**config.mk**
```make
export PLATFORM = sky130hd
export DESIGN_NAME = step_sequencer_flat
export DESIGN_NICKNAME = d
export VERILOG_FILES = /design/src/rtl/step_sequencer_if.sv /design/src/rtl/step_sequencer.sv /design/src/flat_wrapper.sv
export SDC_FILE = /design/constraint.sdc
export NUM_CORES = 1
export LEC_CHECK = 0
export BUFFER_PORTS_ARGS = -buffer_cell sky130_fd_sc_hd__clkbuf_2
export CAP_MARGIN = 25
export CORE_UTILIZATION = 54
export DETAILED_ROUTE_END_ITERATION = 16
export PLACE_DENSITY = 0.8
export SETUP_SLACK_MARGIN = 0.4
export SLEW_MARGIN = 10
export SYNTH_ARGS = -nofsm -noshare
export SYNTH_HDL_FRONTEND = slang
export SYNTH_SLANG_ARGS = --single-unit
```
**constraint.sdc**
```tcl
create_clock -name clk -period 2.15 [get_ports clk]
set_input_delay 0.5375 -clock clk [delete_from_list [all_inputs] [get_ports clk]]
set_output_delay 0.5375 -clock clk [all_outputs]
set_load 0.05 [all_outputs]
```
**src/rtl/step_sequencer_if.sv**
```systemverilog
// Control/status bundle between the step sequencer and the 3-bit light-state generator side.
// The master drives requests and generator feedback; the slave is the sequencer.
interface step_sequencer_if;
  logic       mode_req;
  logic       mode_req_vld;
  logic       hold;
  logic [2:0] state_in;
  logic       step;
  logic       mode;
  logic       pending;
  logic       err;

  modport master (
    output mode_req,
    output mode_req_vld,
    output hold,
    output state_in,
    input  step,
    input  mode,
    input  pending,
    input  err
  );

  modport slave (
    input  mode_req,
    input  mode_req_vld,
    input  hold,
    input  state_in,
    output step,
    output mode,
    output pending,
    output err
  );
endinterface

```
**src/rtl/step_sequencer.sv**
```systemverilog
// Paces the 3-bit light-state generator: second prescaler, per-state dwell, step pulse,
// direction control applied only at the safe state, and a sticky feedback checker.
module step_sequencer #(
  parameter int DIV         = 4,
  parameter int DWELL_LONG  = 3,
  parameter int DWELL_SHORT = 1,
  parameter int CW          = 4
) (
  input  logic             clk,
  input  logic             CR,
  step_sequencer_if.slave  bus
);

  localparam int            PW         = $clog2(DIV);
  localparam logic [PW-1:0] PRESC_LAST = PW'(DIV - 1);
  localparam logic [CW-1:0] LONG_LAST  = CW'(DWELL_LONG - 1);
  localparam logic [CW-1:0] SHORT_LAST = CW'(DWELL_SHORT - 1);
  localparam logic [2:0]    SAFE_STATE = 3'b110;

  typedef enum logic [2:0] {
    ST_000 = 3'b000,
    ST_001 = 3'b001,
    ST_010 = 3'b010,
    ST_011 = 3'b011,
    ST_100 = 3'b100,
    ST_101 = 3'b101,
    ST_110 = 3'b110,
    ST_111 = 3'b111
  } gen_state_e;

  function automatic gen_state_e predict_next(input gen_state_e cur, input logic fwd);
    gen_state_e nxt;
    case (cur)
      ST_111:  nxt = ST_000;
      ST_000:  nxt = ST_110;
      ST_110:  nxt = fwd ? ST_100 : ST_010;
      ST_100:  nxt = fwd ? ST_101 : ST_110;
      ST_101:  nxt = fwd ? ST_001 : ST_100;
      ST_001:  nxt = fwd ? ST_011 : ST_101;
      ST_011:  nxt = fwd ? ST_010 : ST_001;
      ST_010:  nxt = fwd ? ST_110 : ST_011;
      default: nxt = ST_111;
    endcase
    return nxt;
  endfunction

  function automatic logic is_long_state(input logic [2:0] s);
    logic long_v;
    case (s)
      3'b011, 3'b101, 3'b110: long_v = 1'b1;
      default:                long_v = 1'b0;
    endcase
    return long_v;
  endfunction

  logic [PW-1:0] presc_q, presc_d;
  logic [CW-1:0] dwell_q, dwell_d;
  logic          step_q, step_d;
  logic          mode_q, mode_d;
  logic          pending_q, pending_d;
  logic          req_q, req_d;
  logic          apply_dly_q, apply_dly_d;
  logic          chk_q, chk_d;
  logic          err_q, err_d;
  gen_state_e    pred_q, pred_d;

  logic          sec_tick_s;
  logic          expiry_s;
  logic          apply_s;
  logic [CW-1:0] dwell_last_s;

  // A held sequencer keeps both counters frozen, so an expiry masked by hold reappears later.
  always_comb begin
    presc_d      = presc_q;
    dwell_d      = dwell_q;
    sec_tick_s   = (presc_q == PRESC_LAST) && !bus.hold;
    dwell_last_s = is_long_state(bus.state_in) ? LONG_LAST : SHORT_LAST;
    expiry_s     = sec_tick_s && (dwell_q == dwell_last_s);
    if (bus.hold) begin
      presc_d = presc_q;
    end else if (presc_q == PRESC_LAST) begin
      presc_d = '0;
    end else begin
      presc_d = presc_q + PW'(1);
    end
    if (expiry_s) begin
      dwell_d = '0;
    end else if (sec_tick_s) begin
      dwell_d = dwell_q + CW'(1);
    end else begin
      dwell_d = dwell_q;
    end
  end

  // A fresh strobe always beats an apply in the same cycle; an apply delays step by one cycle
  // so the generator sees the new direction settled before it advances.
  always_comb begin
    req_d       = req_q;
    pending_d   = pending_q;
    mode_d      = mode_q;
    apply_s     = expiry_s && (bus.state_in == SAFE_STATE) && pending_q && !bus.mode_req_vld;
    apply_dly_d = apply_s;
    step_d      = (expiry_s && !apply_s) || apply_dly_q;
    if (bus.mode_req_vld) begin
      if (bus.mode_req != mode_q) begin
        req_d     = bus.mode_req;
        pending_d = 1'b1;
      end else begin
        pending_d = 1'b0;
      end
    end else if (apply_s) begin
      mode_d    = req_q;
      pending_d = 1'b0;
    end else begin
      pending_d = pending_q;
    end
  end

  // Feedback is compared in the cycle after step, once the generator has advanced.
  always_comb begin
    pred_d = pred_q;
    chk_d  = step_q;
    err_d  = err_q;
    if (step_q) begin
      pred_d = predict_next(pred_q, mode_q);
    end else begin
      pred_d = pred_q;
    end
    if (chk_q && (bus.state_in != pred_q)) begin
      err_d = 1'b1;
    end else begin
      err_d = err_q;
    end
  end

  always_ff @(posedge clk or posedge CR) begin
    if (CR) begin
      presc_q     <= '0;
      dwell_q     <= '0;
      step_q      <= 1'b0;
      mode_q      <= 1'b1;
      pending_q   <= 1'b0;
      req_q       <= 1'b1;
      apply_dly_q <= 1'b0;
      chk_q       <= 1'b0;
      err_q       <= 1'b0;
      pred_q      <= ST_111;
    end else begin
      presc_q     <= presc_d;
      dwell_q     <= dwell_d;
      step_q      <= step_d;
      mode_q      <= mode_d;
      pending_q   <= pending_d;
      req_q       <= req_d;
      apply_dly_q <= apply_dly_d;
      chk_q       <= chk_d;
      err_q       <= err_d;
      pred_q      <= pred_d;
    end
  end

  assign bus.step    = step_q;
  assign bus.mode    = mode_q;
  assign bus.pending = pending_q;
  assign bus.err     = err_q;

endmodule

```
**src/flat_wrapper.sv**
```systemverilog
// flat-port wrapper written by rule: the top's interface ports become plain ports
module step_sequencer_flat 
#(
  parameter int DIV         = 4,
  parameter int DWELL_LONG  = 3,
  parameter int DWELL_SHORT = 1,
  parameter int CW          = 4
)
  (clk, CR, bus_mode_req, bus_mode_req_vld, bus_hold, bus_state_in, bus_step, bus_mode, bus_pending, bus_err);
  step_sequencer_if bus_i ();
  input  logic clk;
  input  logic CR;
  input wire logic [$bits(bus_i.mode_req)-1:0] bus_mode_req;
  input wire logic [$bits(bus_i.mode_req_vld)-1:0] bus_mode_req_vld;
  input wire logic [$bits(bus_i.hold)-1:0] bus_hold;
  input wire logic [$bits(bus_i.state_in)-1:0] bus_state_in;
  output wire logic [$bits(bus_i.step)-1:0] bus_step;
  output wire logic [$bits(bus_i.mode)-1:0] bus_mode;
  output wire logic [$bits(bus_i.pending)-1:0] bus_pending;
  output wire logic [$bits(bus_i.err)-1:0] bus_err;
  assign bus_i.mode_req = bus_mode_req;
  assign bus_i.mode_req_vld = bus_mode_req_vld;
  assign bus_i.hold = bus_hold;
  assign bus_i.state_in = bus_state_in;
  assign bus_step = bus_i.step;
  assign bus_mode = bus_i.mode;
  assign bus_pending = bus_i.pending;
  assign bus_err = bus_i.err;
  step_sequencer #(.DIV(DIV), .DWELL_LONG(DWELL_LONG), .DWELL_SHORT(DWELL_SHORT), .CW(CW)) u_core (.clk(clk), .CR(CR), .bus(bus_i));
endmodule
```
==> metrics.txt <==
# TYPE chip_impl_metric gauge
chip_impl_info{name="leading_post_synthesis_cells_by_instance_count",value="11 x dfrtp_1, 5 x a21oi_1, 5 x dfstp_2, 5 x xnor2_1"} 1
chip_impl_info{name="cell_class_contributing_the_biggest_share_of_worst_path_delay",value="flip-flops"} 1
chip_impl_metric{name="cp.required",unit="ps"} 1610
chip_impl_metric{name="r2r_setup_slack",unit="ps"} 460
chip_impl_metric{name="floorplan.initialDensity",unit="%"} 57.7
chip_impl_metric{name="power.density_cell_area",unit="nW/µm²"} 1180
chip_impl_metric{name="maximum_clock_path_buffer_count",unit=""} 2
chip_impl_metric{name="netlist.area_leader.share",unit="%"} 32.0
chip_impl_metric{name="grt.total_usage",unit="%"} 18.0
chip_impl_metric{name="first_pass_grt_wire_length",unit="µm"} 2310
chip_impl_metric{name="placedInstanceArea",unit="µm²"} 923
chip_impl_info{name="synth_largest_area_cell",value="dfrtp_1"} 1
chip_impl_metric{name="critical_path.n_buffers_inverters",unit=""} 1
chip_impl_metric{name="drt-vias-per-instance",unit=""} 5.66
chip_impl_metric{name="pre_cts_slack",unit="ps"} 219
chip_impl_metric{name="tightestPinTransition",unit="ps"} 588
chip_impl_metric{name="postSynth.asyncResetShare",unit="%"} 100
chip_impl_metric{name="post_syn_area",unit="µm²"} 860
chip_impl_metric{name="area_of_the_placeable_core",unit="µm²"} 1490
chip_impl_info{name="top_signal_layer_used",value="met4"} 1
chip_impl_metric{name="boundaryPins",unit=""} 12
chip_impl_info{name="timing.critical_path.from_type",value="register"} 1
chip_impl_metric{name="synth_register_bits",unit=""} 16
chip_impl_metric{name="finalPower",unit="mW"} 1.14
chip_impl_metric{name="finish.utilization",unit="%"} 65.2
chip_impl_metric{name="fin_skew",unit="ps"} 6.84
chip_impl_metric{name="grt-ovfl-total",unit=""} 0
chip_impl_metric{name="final_net_count",unit=""} 98
chip_impl_metric{name="synth_fp_nets",unit=""} 83
chip_impl_info{name="grt_setup_unrepaired",value="true"} 1
chip_impl_metric{name="synth-edff-count",unit=""} 0
chip_impl_metric{name="clk_pin_slew",unit="ps"} 100
chip_impl_metric{name="antenna_found_initial",unit=""} 0
chip_impl_metric{name="drt_wl_total",unit="µm"} 1330
chip_impl_info{name="cts_tree",value="yes"} 1
chip_impl_metric{name="route.met2.wl",unit="µm"} 636
chip_impl_metric{name="gp_congestion",unit=""} 0.813
chip_impl_metric{name="cts_max_level",unit=""} 1
chip_impl_metric{name="synth.lib_cells_used.distinct",unit=""} 35
chip_impl_metric{name="post-place-cells",unit=""} 99
chip_impl_metric{name="ff_latch_area",unit="µm²"} 407
chip_impl_metric{name="routedWlPerCell",unit="µm"} 12.9
chip_impl_metric{name="vdd_drop_max",unit="µV"} 749
chip_impl_info{name="outcome",value="complete, no violations"} 1
chip_impl_metric{name="report.final.setup_viol",unit=""} 0
chip_impl_metric{name="final_cell_count_no_fill",unit=""} 103
chip_impl_metric{name="timing.critical_path.slowest_cell_delay",unit="ps"} 650
chip_impl_info{name="critical_path_class",value="register to output port"} 1
chip_impl_metric{name="core.rowCount",unit=""} 14
chip_impl_info{name="cp_slowest_cell",value="dfstp_2"} 1
chip_impl_metric{name="route.met3.wl",unit="µm"} 45
chip_impl_info{name="synthFlopType",value="dfrtp_1"} 1
chip_impl_info{name="timing.critical_path.to_type",value="output port"} 1
chip_impl_metric{name="timing.final.ws_setup",unit="ps"} 452
chip_impl_info{name="worst_hold_path_type",value="input port to asynchronous set/reset pin"} 1
chip_impl_metric{name="cts.repair_timing.setup_buffer_count",unit=""} 0
chip_impl_info{name="ranking_of_synthesized_cells_by_area",value="dfrtp_1 32%, dfstp_2 15%, mux2_2 5.2%"} 1
chip_impl_metric{name="final.fill_count",unit=""} 116
chip_impl_metric{name="syn_avg_cell_area",unit="µm²"} 11.8
chip_impl_metric{name="post-route-drc-count",unit=""} 0
chip_impl_metric{name="number_of_global_route_vias_before_repair",unit=""} 551
chip_impl_metric{name="final_cell_area",unit="µm²"} 971
chip_impl_metric{name="timing_max_transition_violations_final",unit=""} 0
chip_impl_metric{name="synth_sequential_area_ratio",unit="%"} 47.3
chip_impl_metric{name="max_freq",unit="MHz"} 589
chip_impl_metric{name="worst_hold_slack",unit="ps"} 276
chip_impl_metric{name="area_added_between_synthesis_and_finish",unit="%"} 13.0
chip_impl_metric{name="detail-route-antenna-nets",unit=""} 0
chip_impl_metric{name="drive_above_1_share",unit="%"} 39.1
chip_impl_metric{name="clock_latency",unit="ps"} 290
chip_impl_metric{name="firstDrtPassIters",unit=""} 3
chip_impl_metric{name="timing.final.crit_share",unit="%"} 79.0
chip_impl_metric{name="drv.max_cap_violation_count",unit=""} 0
chip_impl_metric{name="die_y",unit="µm"} 41.9
chip_impl_metric{name="grt_max_degree",unit=""} 17
chip_impl_info{name="ctsRootBufferMaster",value="clkbuf_4"} 1
chip_impl_metric{name="fin_tns_setup",unit="ps"} 0
chip_impl_metric{name="multi_input_area",unit="µm²"} 433
chip_impl_metric{name="route.vias.total",unit=""} 583
chip_impl_metric{name="hold_violations",unit=""} 0
chip_impl_metric{name="crit_arrival",unit="ps"} 1160
chip_impl_metric{name="die_width",unit="µm"} 41.9
chip_impl_metric{name="dpl.hpwl",unit="µm"} 1050
chip_impl_metric{name="drt_iter0_drc",unit=""} 1
chip_impl_metric{name="number_of_cts_inserted_buffers",unit=""} 3
chip_impl_metric{name="port_buffers",unit=""} 11
chip_impl_metric{name="met1Wirelength",unit="µm"} 610
chip_impl_metric{name="slew-limit-headroom",unit="%"} 60.8
chip_impl_metric{name="yosysWarningCount",unit=""} 0
chip_impl_metric{name="postCtsHoldBufs",unit=""} 0
chip_impl_metric{name="die_ar",unit="µm²"} 1760
chip_impl_metric{name="min_period",unit="ps"} 1700
chip_impl_metric{name="crit_path_max_fanout",unit=""} 8
chip_impl_metric{name="numClockSinks",unit=""} 16
chip_impl_info{name="cell_by_cell_listing_of_the_critical_path",value="clkbuf_8"} 1
chip_impl_info{name="post-synth-top-count-cell",value="dfrtp_1"} 1
chip_impl_metric{name="netlist_instances",unit=""} 73
chip_impl_metric{name="leak_pwr",unit="nW"} 0.421
chip_impl_metric{name="diodes",unit=""} 0
-- what timing repair did --
action | in CTS | in global routing
pin swaps | 1 | 0
setup endpoints to repair | 2 | 1
cloned | 0 | 0
gates resized for setup | 3 | 0
-- power breakdown --
part / switching [mW] / internal [mW] / total [mW]
Clock: 0.0972 / 0.103 / 0.200
Combinational: 0.205 / 0.197 / 0.402
Sequential: 0.111 / 0.428 / 0.540
-- area by class of cell --
class,instances,share of cell area [%]
inverters,3,1.16
well taps,16,2.06
multi-input cells,53,44.6
flip-flops and latches,16,41.9
repair buffers,11,6.57
clock buffers,4,3.74
-- flip-flops by register name, indices dropped and copies added (netlist names) --
register / count
u_core.bus.step: 1
u_core.dwell_q: 4
u_core.pred_q: 3
u_core.bus.err: 1
u_core.apply_dly_q: 1
u_core.chk_q: 1
u_core.req_q: 1
u_core.bus.mode: 1
u_core.bus.pending: 1
u_core.presc_q: 2
-- layer usage --
metal  global-route usage, %  vias up
li1                        -      290
met4                    13.5        0
met1                    24.8      277
met2                    25.6       12
met3                    2.61        4
met5                       0        -
-- worst paths after layout --
check | from | to | depth (start not counted)
max in group asynchronous | CR | u_core.dwell_q[3]$_DFFE_PP0P_ | 2
hold / removal | CR | u_core.bus.step$_DFF_PP0_ | 2
setup reg to reg | u_core.presc_q[0]$_DFFE_PP0N_ | u_core.bus.mode$_DFFE_PP1P_ | 5
hold reg to reg | u_core.chk_q$_DFF_PP0_ | u_core.bus.err$_DFFE_PP0P_ | 1
min in group clk | u_core.chk_q$_DFF_PP0_ | u_core.bus.err$_DFFE_PP0P_ | 1
setup / recovery | u_core.bus.mode$_DFFE_PP1P_ | bus_mode | 1
-- cells by family (layout without fill, tap and decap cells) --
kind of cell	Yosys count	count (layout)	synth area share, %
buffers and inverters	4	18	2.62
adder cells (fa/ha/maj)	2	2	2.91
flip-flops	16	16	47.3
XOR/XNOR	7	7	7.13
AO/OA/AOI/OAI	12	12	9.61
AND/OR/NAND/NOR	24	24	19.9
multiplexers	8	8	10.5
-- cells in the final DEF (no fill, tap or decap), types with 2 or more instances in the layout --
cell,n
clkbuf_8,2
clkbuf_4,3
inv_1,3
nand2_1,4
dfrtp_1,11
dfstp_2,5
mux2i_1,3
a21oi_1,5
nand2b_1,3
clkbuf_2,10
xnor2_1,5
nand3_1,2
nor2_1,2
xor2_1,2
mux2_2,4
No activity file was read; power rests on OpenSTA's default activity.
